## src/rtl/game_flow_ctrl.sv

```systemverilog
// Game-flow controller: sequences levels through intro/play/respawn/win/lose
// and keeps lives, a saturating score and the session high score.
module game_flow_ctrl #(
    parameter int NUM_LEVELS   = 2,
    parameter int LIVES        = 3,
    parameter int SCORE_W      = 8,
    parameter int KILL_PTS     = 1,
    parameter int INTRO_CYCLES = 100000000
) (
    input  logic                            clk,
    input  logic                            rst,
    input  logic                            start,
    input  logic                            kill,
    input  logic                            tank_hit,
    input  logic                            level_clear,
    output logic [$clog2(NUM_LEVELS+1)-1:0] level,
    output logic                            level_init,
    output logic                            play_en,
    output logic [$clog2(LIVES+1)-1:0]      lives,
    output logic [SCORE_W-1:0]              score,
    output logic [SCORE_W-1:0]              hi_score,
    output logic [5:0]                      state
);

    localparam int LVL_W = $clog2(NUM_LEVELS + 1);
    localparam int LIV_W = $clog2(LIVES + 1);
    localparam int CNT_W = $clog2(INTRO_CYCLES);

    localparam logic [5:0] S_IDLE    = 6'b000001;
    localparam logic [5:0] S_INTRO   = 6'b000010;
    localparam logic [5:0] S_PLAY    = 6'b000100;
    localparam logic [5:0] S_RESPAWN = 6'b001000;
    localparam logic [5:0] S_WIN     = 6'b010000;
    localparam logic [5:0] S_LOSE    = 6'b100000;

    localparam logic [CNT_W-1:0]   CNT_LAST   = CNT_W'(INTRO_CYCLES - 1);
    localparam logic [LVL_W-1:0]   LVL_FIRST  = LVL_W'(1);
    localparam logic [LVL_W-1:0]   LVL_LAST   = LVL_W'(NUM_LEVELS);
    localparam logic [LIV_W-1:0]   LIVES_INIT = LIV_W'(LIVES);
    localparam logic [LIV_W-1:0]   LIVES_ONE  = LIV_W'(1);
    localparam logic [SCORE_W-1:0] SCORE_MAX  = '1;

    logic [CNT_W-1:0]   cnt, cnt_n;
    logic [5:0]         state_n;
    logic [LVL_W-1:0]   level_n;
    logic [LIV_W-1:0]   lives_n;
    logic [SCORE_W-1:0] score_n, hi_n, score_sat;
    logic               level_init_n, play_en_n;

    // Headroom compared in 32 bits so KILL_PTS wider than the score still saturates.
    always_comb begin
        if (32'(SCORE_MAX) - 32'(score) <= 32'(KILL_PTS))
            score_sat = SCORE_MAX;
        else
            score_sat = score + SCORE_W'(KILL_PTS);
    end

    always_comb begin
        state_n = state;
        level_n = level;
        lives_n = lives;
        score_n = score;
        hi_n    = hi_score;
        cnt_n   = cnt;
        case (state)
            S_IDLE: begin
                if (start) begin
                    state_n = S_INTRO;
                    level_n = LVL_FIRST;
                    lives_n = LIVES_INIT;
                    score_n = '0;
                end
            end
            S_INTRO, S_RESPAWN: begin
                if (cnt == CNT_LAST) begin
                    state_n = S_PLAY;
                    cnt_n   = '0;
                end else begin
                    cnt_n = cnt + 1'b1;
                end
            end
            S_PLAY: begin
                if (kill)
                    score_n = score_sat;
                if (level_clear) begin
                    if (level < LVL_LAST) begin
                        level_n = level + 1'b1;
                        state_n = S_INTRO;
                    end else begin
                        state_n = S_WIN;
                    end
                end else if (tank_hit) begin
                    if (lives > LIVES_ONE) begin
                        lives_n = lives - 1'b1;
                        state_n = S_RESPAWN;
                    end else begin
                        lives_n = '0;
                        state_n = S_LOSE;
                    end
                end
                // A kill on the final edge of play counts toward the high score.
                if ((state_n == S_WIN || state_n == S_LOSE) && score_n > hi_score)
                    hi_n = score_n;
            end
            S_WIN, S_LOSE: begin
                if (start) begin
                    state_n = S_IDLE;
                    level_n = '0;
                end
            end
            default: begin
                state_n = S_IDLE;
                level_n = '0;
                cnt_n   = '0;
            end
        endcase
    end

    assign level_init_n = (state_n == S_INTRO) && (state != S_INTRO);
    assign play_en_n    = (state_n == S_PLAY);

    always_ff @(posedge clk or posedge rst) begin
        if (rst) begin
            state      <= S_IDLE;
            level      <= '0;
            level_init <= 1'b0;
            play_en    <= 1'b0;
            lives      <= LIVES_INIT;
            score      <= '0;
            hi_score   <= '0;
            cnt        <= '0;
        end else begin
            state      <= state_n;
            level      <= level_n;
            level_init <= level_init_n;
            play_en    <= play_en_n;
            lives      <= lives_n;
            score      <= score_n;
            hi_score   <= hi_n;
            cnt        <= cnt_n;
        end
    end

endmodule

```

## config.mk

```make
export PLATFORM = sky130hd
export DESIGN_NAME = game_flow_ctrl
export DESIGN_NICKNAME = d
export VERILOG_FILES = /design/src/rtl/game_flow_ctrl.sv
export SDC_FILE = /design/constraint.sdc
export NUM_CORES = 1
export LEC_CHECK = 0
export ABC_AREA = 0
export BUFFER_PORTS_ARGS = -buffer_cell sky130_fd_sc_hd__clkbuf_2
export CAP_MARGIN = 20
export CELL_PAD_IN_SITES_DETAIL_PLACEMENT = 1
export CELL_PAD_IN_SITES_GLOBAL_PLACEMENT = 2
export CORE_ASPECT_RATIO = 1.1
export CORE_MARGIN = 1
export CORE_UTILIZATION = 38
export DETAILED_ROUTE_END_ITERATION = 16
export GPL_ROUTABILITY_DRIVEN = 0
export GPL_TIMING_DRIVEN = 0
export PLACE_DENSITY_LB_ADDON = 0.15
export SLEW_MARGIN = 20
export SYNTH_ARGS = -nofsm -noshare
export SYNTH_HDL_FRONTEND = slang
export SYNTH_SLANG_ARGS = --single-unit
```

## constraint.sdc

```tcl
create_clock -name clk -period 3.6 [get_ports clk]
set_input_delay 0.72 -clock clk [delete_from_list [all_inputs] [get_ports clk]]
set_output_delay 0.72 -clock clk [all_outputs]
set_load 0.02 [all_outputs]
```

==> results of run 1 <==
==> final cells by class <==
cell class | count | area share, %
buffer | 13 | 2.37
inverter | 13 | 1.37
clock buffer | 6 | 2.21
clock inverter | 2 | 0.936
multi-input combinational | 252 | 47.7
tap | 111 | 3.71
timing repair buffer | 32 | 4.88
sequential | 55 | 36.9
==> power by group through the flow <==
stage	Sequential [uW]	Clock (uW)	Combinational (uW)
4_1_cts	695	458	516
6_report	695	445	506
2_1_floorplan	728	0	335
5_1_grt	700	475	559
3_3_place_gp	704	0	506
3_5_place_dp	707	0	513
==> layer usage <==
metal  vias to the layer above  share of wire (%)
met4                         0                1.0
met5                         -                  0
li1                       1319                  -
met2                        25                 52
met1                      1383                 46
met3                         7                1.7
==> critical path, cell delays in order, from the launching register on <==
cell and delay (ns):
dfrtp_1 0.47, inv_1 0.13, ha_1 0.16, o211ai_1 0.11
nor2_1 0.28, nor2b_1 0.11, a21oi_1 0.28, ha_1 0.30
nor2b_1 0.14, o211ai_1 0.16, a21oi_1 0.10, o21ai_2 0.40
mux2_2 0.39
==> worst min-delay path by stage <==
stage | cells past startpoint | slack, ns | start | end
global placement | 1 | 0.50 | hi_score[1] | hi_score[1]
floorplan | 1 | 0.49 | cnt[1] | cnt[1]
finish | 2 | 0.27 | rst | hi_score[7]
global route | 2 | 0.27 | rst | hi_score[7]
detailed placement | 1 | 0.51 | hi_score[1] | hi_score[1]
CTS | 2 | 0.27 | rst | hi_score[7]
==> logic make-up (layout without fill, tap and decap cells) <==
kind of cell,count (synthesis),in the layout,share of synthesized area (%)
fa+ha+maj,12,12,4.55
simple gates,126,126,21.7
compound gates,84,84,19.2
flops,55,55,41.8
mux,9,9,3.03
buf+inv,26,66,4.17
xor+xnor,21,21,5.57
==> registers in the layout, indices dropped and copies added, names as in the netlist <==
| register | cells |
|---|---|
| score | 8 |
| level | 2 |
| state | 6 |
| lives | 2 |
| level_init | 1 |
| hi_score | 8 |
| play_en | 1 |
| cnt | 27 |
==> cells in the mapped netlist, types with 2 or more instances <==
master,number
a2111oi_0,3
nor3_1,4
a211oi_1,3
dfrtp_1,52
buf_2,2
clkbuf_1,6
mux2_2,7
or4_1,5
a21oi_2,8
xnor2_1,10
and4_1,5
a21oi_1,11
nand2_1,29
o211ai_1,7
and3_1,4
nor2_2,13
nand3_1,14
o21ai_1,3
o21ai_0,17
dfstp_2,3
nand4_1,12
o32ai_1,2
buf_6,5
nor2b_1,4
nor2_1,12
nand2b_1,2
o31ai_1,7
and3b_1,2
a311oi_1,2
or3_1,8
o2bb2ai_1,5
a22o_1,2
or4b_1,2
ha_1,12
o2111ai_1,3
xor2_1,11
inv_1,13
==> through the flow <==
| stage | utilization, % | hold slack (ns) | setup slack, ns | instance area (um^2) |
|---|---|---|---|---|
| 2_1_floorplan | - | 0.492 | 0.768 | 3300 |
| 4_1_cts | 44.5 | 0.265 | 0.400 | 3740 |
| 3_3_place_gp | 42.8 | 0.501 | 0.246 | 3600 |
| 5_1_grt | 44.5 | 0.275 | 0.141 | 3740 |
| 3_5_place_dp | 43.1 | 0.514 | 0.264 | 3630 |
| 6_report | 44.5 | 0.271 | 0.459 | 3740 |
==> run metrics, run 1 <==
most common cell after layout, fill and taps aside=dfrtp_1; P_leak=0.00157 uW; Initial Utilization=39.3%; most used routing layer=met2; top cells by area, synth=dfrtp_1 39%, ha_1 4.5%, nand2_1 3.3%; Design Power=1650 uW; crit path from=score[0]; DP Wirelength=6260 um; CP arrival=3.35 ns; placed cell count=476; Worst Reg2Reg Path Length in Cells=12; # IOs=34; Critical Path RT=3.80 ns; share of layout cells above drive strength 1=23.6%; flop2flop setup slack=0.46 ns; cts bufs inserted=5; gr ovfl total=0; Comb power frac=30.7%; antenna-violating nets left=0; Post-CTS Setup Bufs=0; Clock Latency Late Sink=0.32 ns; met3 Use GR=2.58%; core area=8410 um^2; P_sw=600 uW; Mapped Cells=333; Distinct cells, synth=60; fmax=0.318 GHz; n_diodes=0; Die W=90.9 um; fill count=985; min Tclk post-route=3.14 ns; initial antenna violation count=0; met2 Usage GRT=36.1%; fraction of registers with async set or reset after synthesis=100%; crit path to=hi_score[4]; GRT Total Usage=20.2%; DR DRC count=0; initial drt markers=30; Crit. End Element=flip-flop; Max clock buf depth=2; Reg2Reg Launch Point=score[0]; Slew Limit Fails=0; Synth Net Count=351; Worst-path clk slew=0.11 ns; vias in the first global route=2710; final setup fails=0; top cell type's share of synthesized area=39.4%; ys flop type=dfrtp_1; cts repair resizes=0; Flop pwr share=42.2%; final period utilization=87.3%; # rows=35; met1 Use GR=26.0%; Internal Power=1050 uW; final WL=8600 um; DIE HEIGHT=99.8 um; Hold Path Class=in -> async; post-layout net count=390; Max-Cap Viols=0; Post-Layout Cell Count=484; storage element area=1380 um^2; CTS tree=yes; Pre-antenna DRT Iters=4; Vias/cell=5.65; post-synthesis cell area=3300 um^2; area of the multi-input gates=1790 um^2; post-DR wirelength/cell=17.8 um; Max-Slew Margin vs Limit=38.9%; DR vias=2734; startpoint type of the worst setup path=flip-flop; Ys Warns=0; Clock power frac=27.1%; Sink Count=55; area of the die=9070 um^2; CP Class=reg -> reg; Final Hold Viols=0; Syn-to-layout area delta=13.4%; PortBufs=31; Sw Ratio=36.5%; H-tree Lvls=2; EDFF count, synth=0; final setup TNS=0 ns; most frequent cells in the layout=52 x dfrtp_1, 31 x clkbuf_2, 29 x nand2_1, 17 x o21ai_0, 14 x nand3_1; global-route wire length before repair=14400 um; clk_skew=0.00930 ns; clock root buffer=clkbuf_8; worst-path maximum fanout=8; sequential share of the synthesized area=41.8%; worst r2r dst=hi_score[4]; Synth area leader=dfrtp_1; Tightest Pin Transition=0.903 ns; maximum VDD drop=0.000404 V; run status=finished, final reports clean; unrepaired setup endpoints after global routing=no; CTS Hold Bufs=0; largest net degree at the start of global routing=48; #FFs+latches synth=55; PwrDens=439 nW/um^2; syn avg cell area=9.92 um^2
No activity file was read; power rests on OpenSTA's default activity.
==> inputs of run 2 (changes only) <==
--- a/config.mk
+++ b/config.mk
@@ -5,18 +5,18 @@
 export SDC_FILE = /design/constraint.sdc
 export NUM_CORES = 1
 export LEC_CHECK = 0
-export ABC_AREA = 0
+export ABC_AREA = 1
 export BUFFER_PORTS_ARGS = -buffer_cell sky130_fd_sc_hd__clkbuf_2
 export CAP_MARGIN = 20
 export CELL_PAD_IN_SITES_DETAIL_PLACEMENT = 1
 export CELL_PAD_IN_SITES_GLOBAL_PLACEMENT = 2
 export CORE_ASPECT_RATIO = 1.1
 export CORE_MARGIN = 1
-export CORE_UTILIZATION = 38
+export CORE_UTILIZATION = 36
 export DETAILED_ROUTE_END_ITERATION = 16
 export GPL_ROUTABILITY_DRIVEN = 0
 export GPL_TIMING_DRIVEN = 0
-export PLACE_DENSITY_LB_ADDON = 0.15
+export PLACE_DENSITY = 0.95
 export SLEW_MARGIN = 20
 export SYNTH_ARGS = -nofsm -noshare
 export SYNTH_HDL_FRONTEND = slang
==> constraint.sdc (replaced) <==
create_clock -name clk -period 3.7 [get_ports clk]
set_input_delay 0.74 -clock clk [delete_from_list [all_inputs] [get_ports clk]]
set_output_delay 0.74 -clock clk [all_outputs]
set_load 0.02 [all_outputs]
==> run 2 against run 1 <==
Net effect:
- the flow now finishes with violations (DRC)
- design area is 9.4% higher
- clock skew is 0.0064 ns higher
- die area is 16% higher
- first-iteration DRC count grew to 4.8 times the previous value
- sequential power is 0.6% lower
- wire length is 22% higher
- critical path depth is 2 higher
- cell count is 41% higher
- area after synthesis is 11% higher
==> run metrics, run 2 <==
Ys Warns=0 (unchanged); DIE HEIGHT=108 um (+7.9%); Distinct cells, synth=34 (-43%); initial drt markers=145 (+380%); Syn-to-layout area delta=12.0%; number of flip-flops in the largest register=27 (unchanged); #FFs+latches synth=55 (unchanged); worst-path maximum fanout=9 (+1); Hold Worst Slack=0.314 ns (+0.0428 ns); # rows=38 (+8.6%); DP Wirelength=8250 um (+32%); Synth area leader=dfrtp_1; final worst slack=1.02 ns (+0.559 ns); final setup fails=0 (unchanged); P_leak=0.00200 uW (+28%); Largest Register=cnt; Initial Utilization=37.0% (-2.3 points); dpl ws=0.807 ns (+0.544 ns); post-synthesis cell area=3660 um^2 (+11%); DR DRC count=2 (+2); post-DR wirelength/cell=15.4 um (-13%); Worst-path clk slew=0.11 ns (about the same); n_diodes=0 (unchanged); Clock Latency Late Sink=0.32 ns (about the same); post-layout net count=581 (+49%); Regs by FF count=cnt x27, hi_score x8, score x8; fraction of registers with async set or reset after synthesis=100% (unchanged); sequential share of the synthesized area=37.7% (-4.0 points); Slew Limit Fails=0 (unchanged); most common cell after layout, fill and taps aside=nand2_1; Max-Cap Viols=0 (unchanged); Max clock buf depth=2 (unchanged); Mapped Cells=522 (+57%); Synth Net Count=540 (+54%); Sink Count=55 (unchanged); area of the die=10600 um^2 (+16%); unrepaired setup endpoints after global routing=no; fill count=1309 (+33%); initial antenna violation count=0 (unchanged); maximum VDD drop=0.000337 V (-17%); most frequent cell after synthesis=nand2_1; top cell type's share of synthesized area=35.6% (-3.8 points); Post-Layout Cell Count=684 (+41%); cts repair resizes=0 (unchanged); clk_skew=0.0157 ns (+0.00642 ns); Crit. End Element=flip-flop; Hold Path Class=in -> async; Critical Path RT=3.90 ns (+0.10 ns); fmax=0.373 GHz (+17%); EDFF count, synth=0 (unchanged); Vias/cell=5.20 (-7.9%); CP Class=reg -> reg; Tightest Pin Transition=0.377 ns (-0.526 ns); largest net degree at the start of global routing=45 (-6.3%); core area=9890 um^2 (+18%); startpoint type of the worst setup path=flip-flop; final period utilization=72.5% (-15 points); PortBufs=33 (+6.5%); global-route wire length before repair=17900 um (+24%); area of the multi-input gates=2000 um^2 (+12%); CTS tree=yes; vias in the first global route=3663 (+35%); Die W=98.1 um (+7.9%); share of layout cells above drive strength 1=15.6% (-8.0 points); GRT Total Usage=21.4% (+1.2 points); storage element area=1380 um^2 (unchanged); ys flop type=dfrtp_1; # IOs=34 (unchanged); CP arrival=2.89 ns (-0.46 ns); DR vias=3560 (+30%); top cells by area, synth=dfrtp_1 36%, nand2_1 18%, nand3_1 7.0%; failing checks=DRC; Post-CTS Setup Bufs=0 (unchanged); final WL=10500 um (+22%); antenna-violating nets left=0 (unchanged); syn avg cell area=7.00 um^2 (-29%); clock root buffer=clkbuf_8; min Tclk post-route=2.68 ns (-0.459 ns); run status=finished, violations left; H-tree Lvls=2 (unchanged); most frequent cells in the layout=176 x nand2_1, 59 x nor2_1, 52 x dfrtp_1, 51 x nand3_1, 50 x inv_1; Pre-antenna DRT Iters=10 (+6); top cell types by occurrence after synthesis=176 x nand2_1, 59 x nor2_1, 52 x dfrtp_1; fin util=41.4% (-3.1 points); Max-Slew Margin vs Limit=74.8% (+36 points); placed cell count=676 (+42%); Final Hold Viols=0 (unchanged); cts bufs inserted=5 (unchanged); PwrDens=364 nW/um^2 (-17%); gr ovfl total=0 (unchanged); final setup TNS=0 ns (unchanged); CTS Hold Bufs=0 (unchanged)
[run 2: cell types whose count changed after synthesis, sizes merged, moves of 10 or more]
cell / previous run / this run
nand3: 14 / 55
inv: 13 / 62
nor2: 26 / 72
nand2: 29 / 182
xnor2: 10 / 0
a21oi: 19 / 6
[run 2: through the flow]
step	power (uW)	instance area, um^2
after CTS	1520	4100
after detailed placement	1140	4000
after floorplan	983	3660
after global placement	1120	3970
final	1490	4100
after global routing	1570	4100
[run 2: cells by family after synthesis]
group	Yosys count	share of synthesized area (%)
AND/OR/NAND/NOR	331	41.0
adder cells (fa/ha/maj)	12	4.11
buffers and inverters	68	7.60
XOR/XNOR	9	2.16
flip-flops	55	37.7
AO/OA/AOI/OAI	47	7.39
[run 2: worst max-delay path: stages (launching register included)]
cell     delay (ns)
dfrtp_1        0.45
inv_1          0.08
ha_1           0.20
nor2_1         0.13
nor2_1         0.07
nand3_1        0.23
nand3_1        0.21
ha_1           0.34
nand2_1        0.07
nor2_1         0.15
nand2_1        0.07
nand2_1        0.29
nand2_4        0.14
nand2_1        0.08
nand2_1        0.05
[run 2: area by class of cell]
cell class	count	area share, %
buffer	6	1.10
clock inverter	1	0.214
inverter	62	5.74
sequential	55	33.7
clock buffer	7	2.11
timing repair buffer	34	4.70
tap	120	3.67
multi-input combinational	399	48.8
[run 2: metal layers]
layer | up-vias | track usage (%) | wire length, um
li1 | 1759 | - | -
met1 | 1755 | 27.2 | 4910
met2 | 35 | 37.9 | 5320
met3 | 11 | 3.12 | 149
met4 | 0 | 5.52 | 146
met5 | - | 0 | 0
[run 2: final timing paths]
path,from,slack [ns],to,cells after the start
worst min-delay path,rst,0.31,cnt[5],2
worst max register to register,score[0],1.02,hi_score[7],14
worst max-delay path,score[0],1.02,hi_score[7],14
worst min register to register,lives[1],0.50,lives[1],2
min in group clk,lives[1],0.50,lives[1],2
max in group asynchronous,rst,2.86,state[0],3
[run 2: power breakdown]
group	leakage [uW]	internal, uW	total, uW	switching, uW
Clock	0.0000484	154	366	212
Combinational	0.00120	114	433	319
Sequential	0.000754	648	691	42.4
Total	0.00200	917	1490	573
